### src/rtl/uart0_tx_fifo_pkg.sv
// Shared constants and drain-FSM state encoding for the UART0 transmit buffer.
// UART_DATA_BITS must stay in step with uart_lite's character width.
package uart0_tx_fifo_pkg;

    localparam int UART_DATA_BITS = 8;
    localparam int TX_FIFO_DEPTH  = 16;

    typedef enum logic [1:0] {
        IDLE  = 2'd0,
        GUARD = 2'd1,
        WAIT  = 2'd2
    } tx_fsm_t;

endpackage

### src/rtl/uart0_tx_fifo_sync_fifo.sv
// Circular-buffer FIFO: storage, pointers and registered level/full/empty; read data is combinational at rd_ptr.
// Single cycle push/pop; the caller must not push when full unless it pops in the same cycle.
module uart0_tx_fifo_sync_fifo #(
    parameter int  DEPTH = 16,
    parameter int  WIDTH = 8,
    localparam int PTR_W = $clog2(DEPTH),
    localparam int CNT_W = $clog2(DEPTH + 1)
) (
    input  logic             i_clk,
    input  logic             i_resetn,
    input  logic             i_clr,
    input  logic             i_push,
    input  logic [WIDTH-1:0] i_push_dat,
    input  logic             i_pop,
    output logic [WIDTH-1:0] o_pop_dat,
    output logic [CNT_W-1:0] o_count,
    output logic             o_full,
    output logic             o_empty
);

    logic [WIDTH-1:0] r_mem [DEPTH];
    logic [PTR_W-1:0] r_wr_ptr;
    logic [PTR_W-1:0] r_rd_ptr;
    logic [CNT_W-1:0] r_count;
    logic             r_full;
    logic             r_empty;
    logic [CNT_W-1:0] w_count_nxt;

    // No reset on the array so it maps onto distributed RAM.
    always_ff @(posedge i_clk) begin
        if (i_push && !i_clr) begin
            r_mem[r_wr_ptr] <= i_push_dat;
        end
    end

    always_comb begin
        w_count_nxt = r_count;
        if (i_push && !i_pop) begin
            w_count_nxt = r_count + CNT_W'(1);
        end else if (i_pop && !i_push) begin
            w_count_nxt = r_count - CNT_W'(1);
        end
    end

    always_ff @(posedge i_clk or negedge i_resetn) begin
        if (!i_resetn) begin
            r_wr_ptr <= '0;
            r_rd_ptr <= '0;
            r_count  <= '0;
            r_full   <= 1'b0;
            r_empty  <= 1'b1;
        end else if (i_clr) begin
            r_wr_ptr <= '0;
            r_rd_ptr <= '0;
            r_count  <= '0;
            r_full   <= 1'b0;
            r_empty  <= 1'b1;
        end else begin
            if (i_push) begin
                r_wr_ptr <= r_wr_ptr + PTR_W'(1);
            end
            if (i_pop) begin
                r_rd_ptr <= r_rd_ptr + PTR_W'(1);
            end
            r_count <= w_count_nxt;
            r_full  <= (w_count_nxt == CNT_W'(DEPTH));
            r_empty <= (w_count_nxt == '0);
        end
    end

    assign o_pop_dat = r_mem[r_rd_ptr];
    assign o_count   = r_count;
    assign o_full    = r_full;
    assign o_empty   = r_empty;

endmodule

### src/rtl/uart0_tx_fifo.sv
// UART0 TX buffer: queues firmware byte writes and drains them to uart_lite, one tx_vld pulse per tx_rdy handshake.
// Write-to-tx_vld latency 2 cycles; writes to a full FIFO are dropped and flagged in sticky overflow.
module uart0_tx_fifo
    import uart0_tx_fifo_pkg::*;
#(
    parameter int  DEPTH     = TX_FIFO_DEPTH,
    parameter int  DATA_BITS = UART_DATA_BITS,
    localparam int CNT_WL    = $clog2(DEPTH + 1)
) (
    input  logic                 i_clk,
    input  logic                 i_resetn,
    input  logic                 i_flush,
    input  logic                 i_wr_en,
    input  logic [DATA_BITS-1:0] i_wr_data,
    input  logic                 i_ovf_clr,
    input  logic                 i_tx_rdy,
    output logic                 o_tx_vld,
    output logic [DATA_BITS-1:0] o_tx_data,
    output logic [CNT_WL-1:0]    o_count,
    output logic                 o_full,
    output logic                 o_empty,
    output logic                 o_overflow
);

    tx_fsm_t              r_state;
    tx_fsm_t              w_state_nxt;
    logic                 r_tx_vld;
    logic [DATA_BITS-1:0] r_tx_data;
    logic                 r_overflow;

    logic                 w_pop;
    logic                 w_push;
    logic                 w_drop;
    logic [DATA_BITS-1:0] w_rd_dat;
    logic [CNT_WL-1:0]    w_count;
    logic                 w_full;
    logic                 w_empty;

    uart0_tx_fifo_sync_fifo #(
        .DEPTH (DEPTH),
        .WIDTH (DATA_BITS)
    ) u_fifo (
        .i_clk      (i_clk),
        .i_resetn   (i_resetn),
        .i_clr      (i_flush),
        .i_push     (w_push),
        .i_push_dat (i_wr_data),
        .i_pop      (w_pop),
        .o_pop_dat  (w_rd_dat),
        .o_count    (w_count),
        .o_full     (w_full),
        .o_empty    (w_empty)
    );

    // A pop in the same cycle frees the slot, so a write to a full FIFO is still taken then.
    assign w_push = i_wr_en && !i_flush && (!w_full || w_pop);
    assign w_drop = i_wr_en && !i_flush && w_full && !w_pop;

    always_ff @(posedge i_clk or negedge i_resetn) begin
        if (!i_resetn) begin
            r_state <= IDLE;
        end else begin
            r_state <= w_state_nxt;
        end
    end

    // GUARD hides the cycle in which uart_lite may not yet have dropped tx_rdy.
    always_comb begin
        w_state_nxt = r_state;
        w_pop       = 1'b0;
        if (i_flush) begin
            w_state_nxt = IDLE;
        end else begin
            case (r_state)
                IDLE: begin
                    if (!w_empty && i_tx_rdy) begin
                        w_pop       = 1'b1;
                        w_state_nxt = GUARD;
                    end
                end
                GUARD: begin
                    w_state_nxt = WAIT;
                end
                WAIT: begin
                    if (i_tx_rdy) begin
                        w_state_nxt = IDLE;
                    end
                end
                default: begin
                    w_state_nxt = IDLE;
                end
            endcase
        end
    end

    always_ff @(posedge i_clk or negedge i_resetn) begin
        if (!i_resetn) begin
            r_tx_vld  <= 1'b0;
            r_tx_data <= '0;
        end else begin
            r_tx_vld <= w_pop;
            if (w_pop) begin
                r_tx_data <= w_rd_dat;
            end
        end
    end

    always_ff @(posedge i_clk or negedge i_resetn) begin
        if (!i_resetn) begin
            r_overflow <= 1'b0;
        end else if (i_flush) begin
            r_overflow <= 1'b0;
        end else if (w_drop) begin
            r_overflow <= 1'b1;
        end else if (i_ovf_clr) begin
            r_overflow <= 1'b0;
        end
    end

    assign o_tx_vld   = r_tx_vld;
    assign o_tx_data  = r_tx_data;
    assign o_count    = w_count;
    assign o_full     = w_full;
    assign o_empty    = w_empty;
    assign o_overflow = r_overflow;

endmodule
### config.mk
export PLATFORM = sky130hd
export DESIGN_NAME = uart0_tx_fifo
export DESIGN_NICKNAME = d
export VERILOG_FILES = /design/src/rtl/uart0_tx_fifo_pkg.sv /design/src/rtl/uart0_tx_fifo_sync_fifo.sv /design/src/rtl/uart0_tx_fifo.sv
export SDC_FILE = /design/constraint.sdc
export NUM_CORES = 1
export LEC_CHECK = 0
export CAP_MARGIN = 5
export CORE_UTILIZATION = 60
export DETAILED_ROUTE_END_ITERATION = 10
export PLACE_DENSITY = 0.79
export SYNTH_ARGS = -nofsm -noshare
export SYNTH_HDL_FRONTEND = slang
export SYNTH_HIERARCHICAL = 1
export SYNTH_SLANG_ARGS = --single-unit
### constraint.sdc
create_clock -name i_clk -period 4.6 [get_ports i_clk]
set_input_delay 0.46 -clock i_clk [delete_from_list [all_inputs] [get_ports i_clk]]
set_output_delay 0.46 -clock i_clk [all_outputs]
set_load 0.01 [all_outputs]
Yosys cells after proc, flatten, opt, wreduce, memory -nomap -nowiden
Memories as Yosys holds them, arrays and structs flattened. A register that Yosys moved wholly into a read port is not among the register bits.
Index checks and enable logic that the tools add are counted.
Storage, ports and cells
  bits in registers: 19
  RAM bits: 128
  memories: 1
  output and inout port bits: 17
  input port bits: 14
  word-level logic and storage cells: 60
Memories
  u_fifo.r_mem: depth 16, bits a word 8, read ports 1, clocked after Yosys merged registers in 1, wr ports 1, RTL line uart0_tx_fifo_sync_fifo.sv:21  | logic [WIDTH-1:0] r_mem [DEPTH];
Operators by class
  $add $sub $neg: 4
  eq/ne operators: 5
  reductions and logical operators: 21
  mux-type cells: 21
Operators by type and width (count)
  4-bit 2-to-1 mux: 4
  5-bit 2-to-1 mux: 3
  1-bit 2-to-1 mux: 10
  4-bit by 1-bit adder with 4-bit output (second input constant): 2
  1-bit logical AND: 8
  1-bit logical NOT: 6
  2-bit 2-to-1 mux: 3
  3-bit != test (second input constant): 2
  2-bit case mux with 3 select lines: 1
  5-bit by 1-bit adder with 5-bit output (second input constant): 1
  5-bit == test (second input constant): 1
  5-bit logical NOT: 1
  5-bit by 1-bit subtractor with 5-bit output (second input constant): 1
  2-bit nonzero test: 2
  3-bit nonzero test: 1
  2-bit by 1-bit == test with 1-bit output (second input constant): 1
  2-bit == test (second input constant): 1
  2-bit logical NOT: 1
  2-bit AND reduction: 1
  1-bit logical OR: 1

Logic depth before layout (Yosys ltp)
Gate-level depths: netlist (run 1).
  depth after elaboration: 13
  gate-level depth with buffers: 7
  gate-level depth less buffers: 6

Cells and area by module
Netlist (run 1), hierarchy kept.
Modules (own cells, without submodules)
  uart0_tx_fifo_sync_fifo: area an instance 5936.9 µm², cells an instance 290, sequential area each 4220.3 µm², times used 1
  uart0_tx_fifo: area an instance 473.0 µm², cells an instance 32, sequential area each 300.3 µm², times used 1

Worst setup path after synthesis (run 1)
OpenSTA, ideal clock, no wires.
  path kind: input-to-reg
  start point: input port i_tx_rdy
  end point: memory u_fifo.r_mem[10][0], enable pin
  stages on the path: 6
  setup time: 0.385 ns
  required time: 4.215 ns
  buffers on the path: 1
  setup slack: 1.565 ns
  arrival: 2.650 ns
  path through: or4b_4 -> a21oi_1 -> buf_2 -> nor2b_1 -> nand2_1 -> nor3b_1
Between the ends
  longest elaborated chain between the ends: 9
RTL lines
  start, declared: RTL line uart0_tx_fifo.sv:16  | input logic i_tx_rdy,
  1-bit logical AND: RTL line uart0_tx_fifo.sv:76  | if (!w_empty && i_tx_rdy) begin
  1-bit 2-to-1 mux: RTL line uart0_tx_fifo.sv:76
  1-bit 2-to-1 mux: RTL line uart0_tx_fifo.sv:74  | case (r_state)
  1-bit 2-to-1 mux: RTL line uart0_tx_fifo.sv:71  | if (i_flush) begin
  1-bit logical OR: RTL line uart0_tx_fifo.sv:56  | assign w_push = i_wr_en && !i_flush && (!w_full || w_pop);
  1-bit logical AND: RTL line uart0_tx_fifo.sv:56
  via w_push: RTL line uart0_tx_fifo.sv:32  | logic w_push;
  1-bit logical AND: RTL line uart0_tx_fifo_sync_fifo.sv:31  | if (i_push && !i_clr) begin
  1-bit 2-to-1 mux: RTL line uart0_tx_fifo_sync_fifo.sv:31
  1-bit 2-to-1 mux (implied by the code): RTL line uart0_tx_fifo_sync_fifo.sv:32  | r_mem[r_wr_ptr] <= i_push_dat;
  end, declared: RTL line uart0_tx_fifo_sync_fifo.sv:21
The timed path passes the listed nets, and every way through them passes these cells.

Worst setup path in the final report (run 1)
  start point: register r_state[0]
  end point: memory u_fifo.r_mem[14][0], enable pin
Between the ends
  longest elaborated chain between the ends: 8
RTL lines
  start, declared: RTL line uart0_tx_fifo.sv:25  | tx_fsm_t r_state;
  start signal, assigned: RTL line uart0_tx_fifo.sv:63  | r_state <= w_state_nxt;
  2-bit logical NOT: RTL line uart0_tx_fifo.sv:74
  1-bit 2-to-1 mux: RTL line uart0_tx_fifo.sv:74
  1-bit 2-to-1 mux: RTL line uart0_tx_fifo.sv:71
  1-bit logical OR: RTL line uart0_tx_fifo.sv:56
  1-bit logical AND: RTL line uart0_tx_fifo.sv:56
  via w_push: RTL line uart0_tx_fifo.sv:32
  1-bit logical AND: RTL line uart0_tx_fifo_sync_fifo.sv:31
  1-bit 2-to-1 mux: RTL line uart0_tx_fifo_sync_fifo.sv:31
  1-bit 2-to-1 mux (implied by the code): RTL line uart0_tx_fifo_sync_fifo.sv:32
The timed path passes the listed nets, and every way through them passes these cells.

==> results of run 1 <==
## flip-flops by register name (all words and copies together), names as in the netlist
register and flops:
o_tx_data 8, u_fifo/o_count 5, u_fifo/o_empty 1, u_fifo/r_rd_ptr 4
u_fifo/r_mem 128, r_state 2, o_overflow 1, u_fifo/r_wr_ptr 4
o_tx_vld 1, u_fifo/o_full 1
## metrics by stage
| stage | util, % | setup slack (ps) | instance area (µm²) | power [mW] | hold slack, ps |
|---|---|---|---|---|---|
| after global routing | 72.3 | 1550 | 7460 | 3.59 | 166 |
| after detailed placement | 66.3 | 1230 | 6850 | 2.04 | 495 |
| after floorplan | - | 1560 | 6410 | 1.86 | 164 |
| after global placement | 66.3 | 1330 | 6850 | 2.02 | 467 |
| final | 72.3 | 1680 | 7460 | 3.48 | 170 |
| after CTS | 72.3 | 1690 | 7460 | 3.50 | 165 |
## placed cells by master, fill, tap and decap left out, types with 2 or more instances in the layout
cell / n
edfxtp_1: 128
clkdlybuf4s50_1: 30
mux4_1: 30
dfrtp_1: 26
nor2_1: 21
clkbuf_16: 16
mux4_2: 10
and2_1: 10
mux2_2: 8
nand2_1: 8
buf_4: 8
ha_1: 7
inv_1: 6
bufinv_16: 5
xor2_1: 5
xnor2_1: 5
nand3b_1: 4
mux2i_1: 3
clkinv_2: 3
nor3b_1: 3
nor3_1: 3
and3_1: 3
nand2b_1: 2
o21ai_0: 2
clkinv_4: 2
clkinv_1: 2
and3b_1: 2
o211ai_1: 2
nand4_1: 2
## final cells by class
cell class	count	area [µm²]	share of cell area [%]
clock buffer	18	418	5.60
clock inverter	13	199	2.67
inverter	6	22.5	0.302
multi-input combinational	145	1770	23.7
sequential	155	4520	60.6
tap	136	170	2.28
timing repair buffer	38	360	4.83
## final timing paths
check	end	from	slack, ps
min	o_tx_data[5]$_DFFE_PN0P_	i_resetn	170
max	u_fifo/r_mem[14][0]$_DFFE_PP_	r_state[0]$_DFFE_PN0P_	1680
max reg2reg	u_fifo/r_mem[14][0]$_DFFE_PP_	r_state[0]$_DFFE_PN0P_	1680
min reg2reg	o_tx_data[1]$_DFFE_PN0P_	o_tx_data[1]$_DFFE_PN0P_	510
max in group asynchronous	u_fifo/o_empty$_DFF_PN1_	i_resetn	3770
min in group i_clk	o_tx_data[1]$_DFFE_PN0P_	o_tx_data[1]$_DFFE_PN0P_	510
## logic make-up after synthesis
kind of cell | after synthesis
buf+inv | 22
fa+ha+maj | 8
simple gates | 65
mux | 51
flops | 155
xor+xnor | 10
compound gates | 11
## routing by layer
metal	wire, µm	share of wire, %	track usage [%]
met5	0	0	0
met4	330	2.5	11.6
met3	989	7.5	8.10
met2	6570	50	41.6
met1	5330	40	35.0
## power groups by stage
| stage | logic [mW] | clock network, mW | registers [mW] |
|---|---|---|---|
| finish | 0.398 | 1.47 | 1.62 |
| global route | 0.424 | 1.54 | 1.63 |
| CTS | 0.402 | 1.48 | 1.62 |
| detailed placement | 0.391 | 0 | 1.65 |
| global placement | 0.379 | 0 | 1.64 |
| floorplan | 0.195 | 0 | 1.66 |
==> qor.csv, run 1 <==
metric;value;unit
outcome;complete, no violations;
synth-xor-area-share;1.37;%
timing.final.hold_violations;0;
wl_per_cell;25.9;µm
synthMuxAreaShare;17.7;%
cp_top_family;simple AND/OR/NAND/NOR gates;
vias;3192;
worst-r2r-cell-count;6;
synth_edf_count;128;
cts.htree.levels;4;
layout.nets;384;
crit_chain;or4b_4, a21oi_1, buf_4, nor2b_1, nand2_1, nor2_1;
maxCapViolCount;0;
drt-initial-drc-count;274;
setup-tns-final;0;ps
final_cell_count_no_fill;511;
cp.required;4770;ps
cp.depth;6;
cp.buffers_inverters;1;
rows;37;
fillers;586;
cts.clk_slew.worst_paths;60;ps
synth_area_leader_cell;edfxtp_1;
synth.net_count;343;
firstDrtPassIters;4;
cts_root_buffer;clkbuf_8;
drc;0;
crit_path_end_kind;register;
fmax;343;MHz
synthTopCellsByCount;128 x edfxtp_1, 30 x mux4_1, 26 x dfrtp_1;
synthTopCellsByArea;edfxtp_1 60%, mux4_1 12%, dfrtp_1 10%, mux4_2 3.5%, mux2_2 1.4%;
critPathKind;register to register;
insertion_delay;540;ps
finalClockSkew;10.1;ps
rsz0062_at_grt;no;
synth.distinct_cells;43;
grt_pass1_vias;3354;
pwr-share-clk;42.1;%
post-route-min-period;2920;ps
numPortBuffers;30;
p_comb_share;11.4;%
hp-class;input port to asynchronous set/reset pin;
antenna_found_initial;0;
ir_worst_vdd;336;µV
crit_slowest_cell;or4b_4;
synth-seq-cells;155;
cts_tree;yes;
slew_headroom;54.0;%
diodes;0;
final_max_slew_viol_count;0;
p_sw_share;21.8;%
cts_hold_buf;0;
synthAdderAreaFrac;1.52;%
yosysSeqAreaShare;70.5;%
synthSimpleGateAreaFrac;5.80;%
setup_violations;0;
grt_pass1_wl;20300;µm
switchingPower;0.760;mW
grt_usage;26.6;%
area_delta_synth_final;16.4;%
power_frac_seq;46.5;%
die_w;105;µm
place_congestion;0.778;
cts.repair.resized;0;
grt_max_degree;36;
cts_setup_buffers;0;
max_stage_delay;580;ps
synth_most_common_cell;edfxtp_1;
p_leak;2.56;nW
synth_compound_area_share;1.27;%
cp-start-kind;register;
synthArstFlopShare;17.4;%
clkSinkCount;155;
wirelength;13200;µm
syn_area;0.00641;mm²
grt_overflow;0;
start_util;62.1;%
worst_pin_slew;688;ps
synth_cells;322;
yosysTopAreaCellShare;60.0;%
fp.coreArea;0.0103;mm²
die_area;0.0111;mm²
final_antenna_net_count;0;
via_per_inst;6.25;
placedCellCount;480;
cts_inserted_buffers;17;
synth.avg_cell_area;19.9;µm²
synth_top_family_by_area;multiplexers;
cp.arrival;3090;ps
fp.dieH;105;µm
cp_max_fo;16;
timing.final.crit_share;63.4;%
top_level_ports;31;
ys.flop_type;edfxtp_1;
drive_gt1_share;15.5;%
place_hpwl;8020;µm
powerDensity;467;mW/mm²
synth_warnings;6;
cts_buffer_depth;2;
power.internal;2.72;mW
Power figures use the tool's default switching activity.
==> run 2, diff against run 1 <==
clock period = 2.7 ns   (was 4.6 ns; I/O delays follow)
==> run 2 against run 1 <==
Against the previous run:
- sequential power grew 70%
- largest cell class unchanged
- sequential share of layout area shrank 2.2 points
- first-iteration DRC count shrank 5.1%
- critical endpoint is now u_fifo/r_mem[12][3]$_DFFE_PP_
- clock-buffer cell count is the same
- core utilization grew 2.8 points
- flip-flop and latch count is the same
- non-clock buffer count grew 20
- clock power grew 61%
- routed wire length shrank 2.1%
==> qor.csv, run 2 (synthesized netlist as in run 1, its figures left out) <==
metric;value;unit;change
outcome;complete, no violations;;
die_w;105;µm;unchanged
layout_setup_ws;300;ps;-1380 ps
ir_worst_vdd;597;µV;+77%
grt_pass1_wl;19800;µm;-2.4%
rows;37;;unchanged
largest_register;u_fifo/r_mem;;
diodes;0;;unchanged
fp.coreArea;0.0103;mm²;unchanged
pre_cts_ws;42.6;ps;-1190 ps
final_common_cell;edfxtp_1;;
cp.required;2940;ps;-1830 ps
r2r_slack;300;ps;-1380 ps
max_stage_delay;540;ps;-40 ps
wl_per_cell;24.3;µm;-6.0%
top_level_ports;31;;unchanged
cp-startpoint;r_state[0]$_DFFE_PN0P_;;
grt_pass1_vias;3321;;-0.98%
cts_root_buffer;clkbuf_8;;
final_max_slew_viol_count;0;;unchanged
path_common_cell;buf_4;;
insertion_delay;530;ps;about the same
start_util;62.1;%;unchanged
p_leak;2.67;nW;+4.5%
grt_overflow;0;;unchanged
cp-start-kind;register;;
clkSinkCount;155;;unchanged
drive_gt1_share;21.7;%;+6.3 points
area_delta_synth_final;20.8;%;
fillers;545;;-7.0%
cp.buffers_inverters;3;;+2
cts_tree;yes;;
utilization;75.0;%;+2.8 points
maxCapViolCount;0;;unchanged
place_area;0.00715;mm²;+4.4%
drc;0;;unchanged
firstDrtPassIters;4;;unchanged
r2r-start;r_state[0]$_DFFE_PN0P_;;
place_hpwl;7930;µm;-1.2%
fp.dieH;105;µm;unchanged
place_congestion;0.783;;+0.66%
worst_pin_slew;664;ps;-23.8 ps
multiInputGateArea;0.00180;mm²;+1.4%
fmax;417;MHz;+22%
cts_inserted_buffers;17;;unchanged
timing.final.crit_share;88.9;%;+25 points
rsz0062_at_grt;no;;
fin_area;0.00775;mm²;+3.8%
area.sequential;0.00452;mm²;unchanged
cp_top_family;simple AND/OR/NAND/NOR gates;;
grt_usage;26.0;%;-0.58 points
cts.htree.levels;4;;unchanged
wirelength;12900;µm;-2.1%
cts_setup_buffers;0;;unchanged
numPortBuffers;30;;unchanged
cp.arrival;2640;ps;-450 ps
holdWs;120;ps;-50.5 ps
setup_violations;0;;unchanged
cts_buffer_depth;2;;unchanged
post-route-min-period;2400;ps;-518 ps
largest_reg_flops;128;;unchanged
layout_common_cells;128 x edfxtp_1, 30 x clkdlybuf4s50_1, 30 x mux4_1, 26 x dfrtp_1, 21 x nor2_1;;
crit_slowest_cell;or4b_4;;
crit_chain;or4b_4, a21oi_2, inv_1, nor3_1, buf_4, and2_1, buf_4;;
critPathKind;register to register;;
via_per_inst;6.25;;+0.12%
antenna_found_initial;0;;unchanged
cts_hold_buf;0;;unchanged
setup-tns-final;0;ps;unchanged
vias;3327;;+4.2%
crit_path_end_kind;register;;
cp_max_fo;5;;-11
final_antenna_net_count;0;;unchanged
drt-initial-drc-count;260;;-5.1%
die_area;0.0111;mm²;unchanged
cts.clk_slew.worst_paths;60;ps;about the same
slew_headroom;55.6;%;+1.6 points
finalClockSkew;11.8;ps;+1.71 ps
cts.repair.resized;0;;unchanged
grt_max_degree;36;;unchanged
powerDensity;751;mW/mm²;+61%
hp-class;input port to asynchronous set/reset pin;;
timing.final.hold_violations;0;;unchanged
layout.nets;404;;+5.2%
run 2: layout make-up:
cell class	instances	share of cell area (%)
flip-flops and latches	155	58.4
multi-input cells	145	23.2
repair buffers	58	8.21
clock buffers	18	5.52
clock inverters	14	2.23
well taps	136	2.20
inverters	6	0.291
run 2: routing by layer:
metal  global-route usage, %  up-vias  wire length, µm
li1                        -     1430                -
met1                    34.7     1732             5220
met2                    41.7      139             6630
met3                    6.18       26              842
met4                    11.1        0              244
met5                       0        -                0
run 2: metrics by stage:
stage | power, mW | std cells
floorplan | 3.17 | 322
global placement | 3.46 | 500
detailed placement | 3.49 | 500
CTS | 5.86 | 532
global route | 6.00 | 532
finish | 5.82 | 532
run 2: report_power, final:
group	leakage, nW	internal [mW]	switching (mW)	total [mW]
Combinational	0.886	0.379	0.303	0.682
Sequential	1.51	2.69	0.0685	2.76
Clock	0.279	1.43	0.941	2.37
Total	2.67	4.50	1.31	5.82
run 2: worst paths after layout:
path	to	cells past startpoint
min in group i_clk	o_overflow$_DFFE_PN0P_	3
max in group asynchronous	u_fifo/o_empty$_DFF_PN1_	2
worst max register to register	u_fifo/r_mem[12][3]$_DFFE_PP_	7
worst min-delay path	u_fifo/o_count[3]$_DFF_PN0_	2
worst max-delay path	u_fifo/r_mem[12][3]$_DFFE_PP_	7
worst min register to register	o_overflow$_DFFE_PN0P_	2
run 2: worst register-to-register path: cells and delay by family (launching register included):
family,cells,cell delay [ps]
and+or+nand+nor,3,1010
buffers and inverters,3,470
DFF,1,400
AOI/OAI and AO/OA,1,240
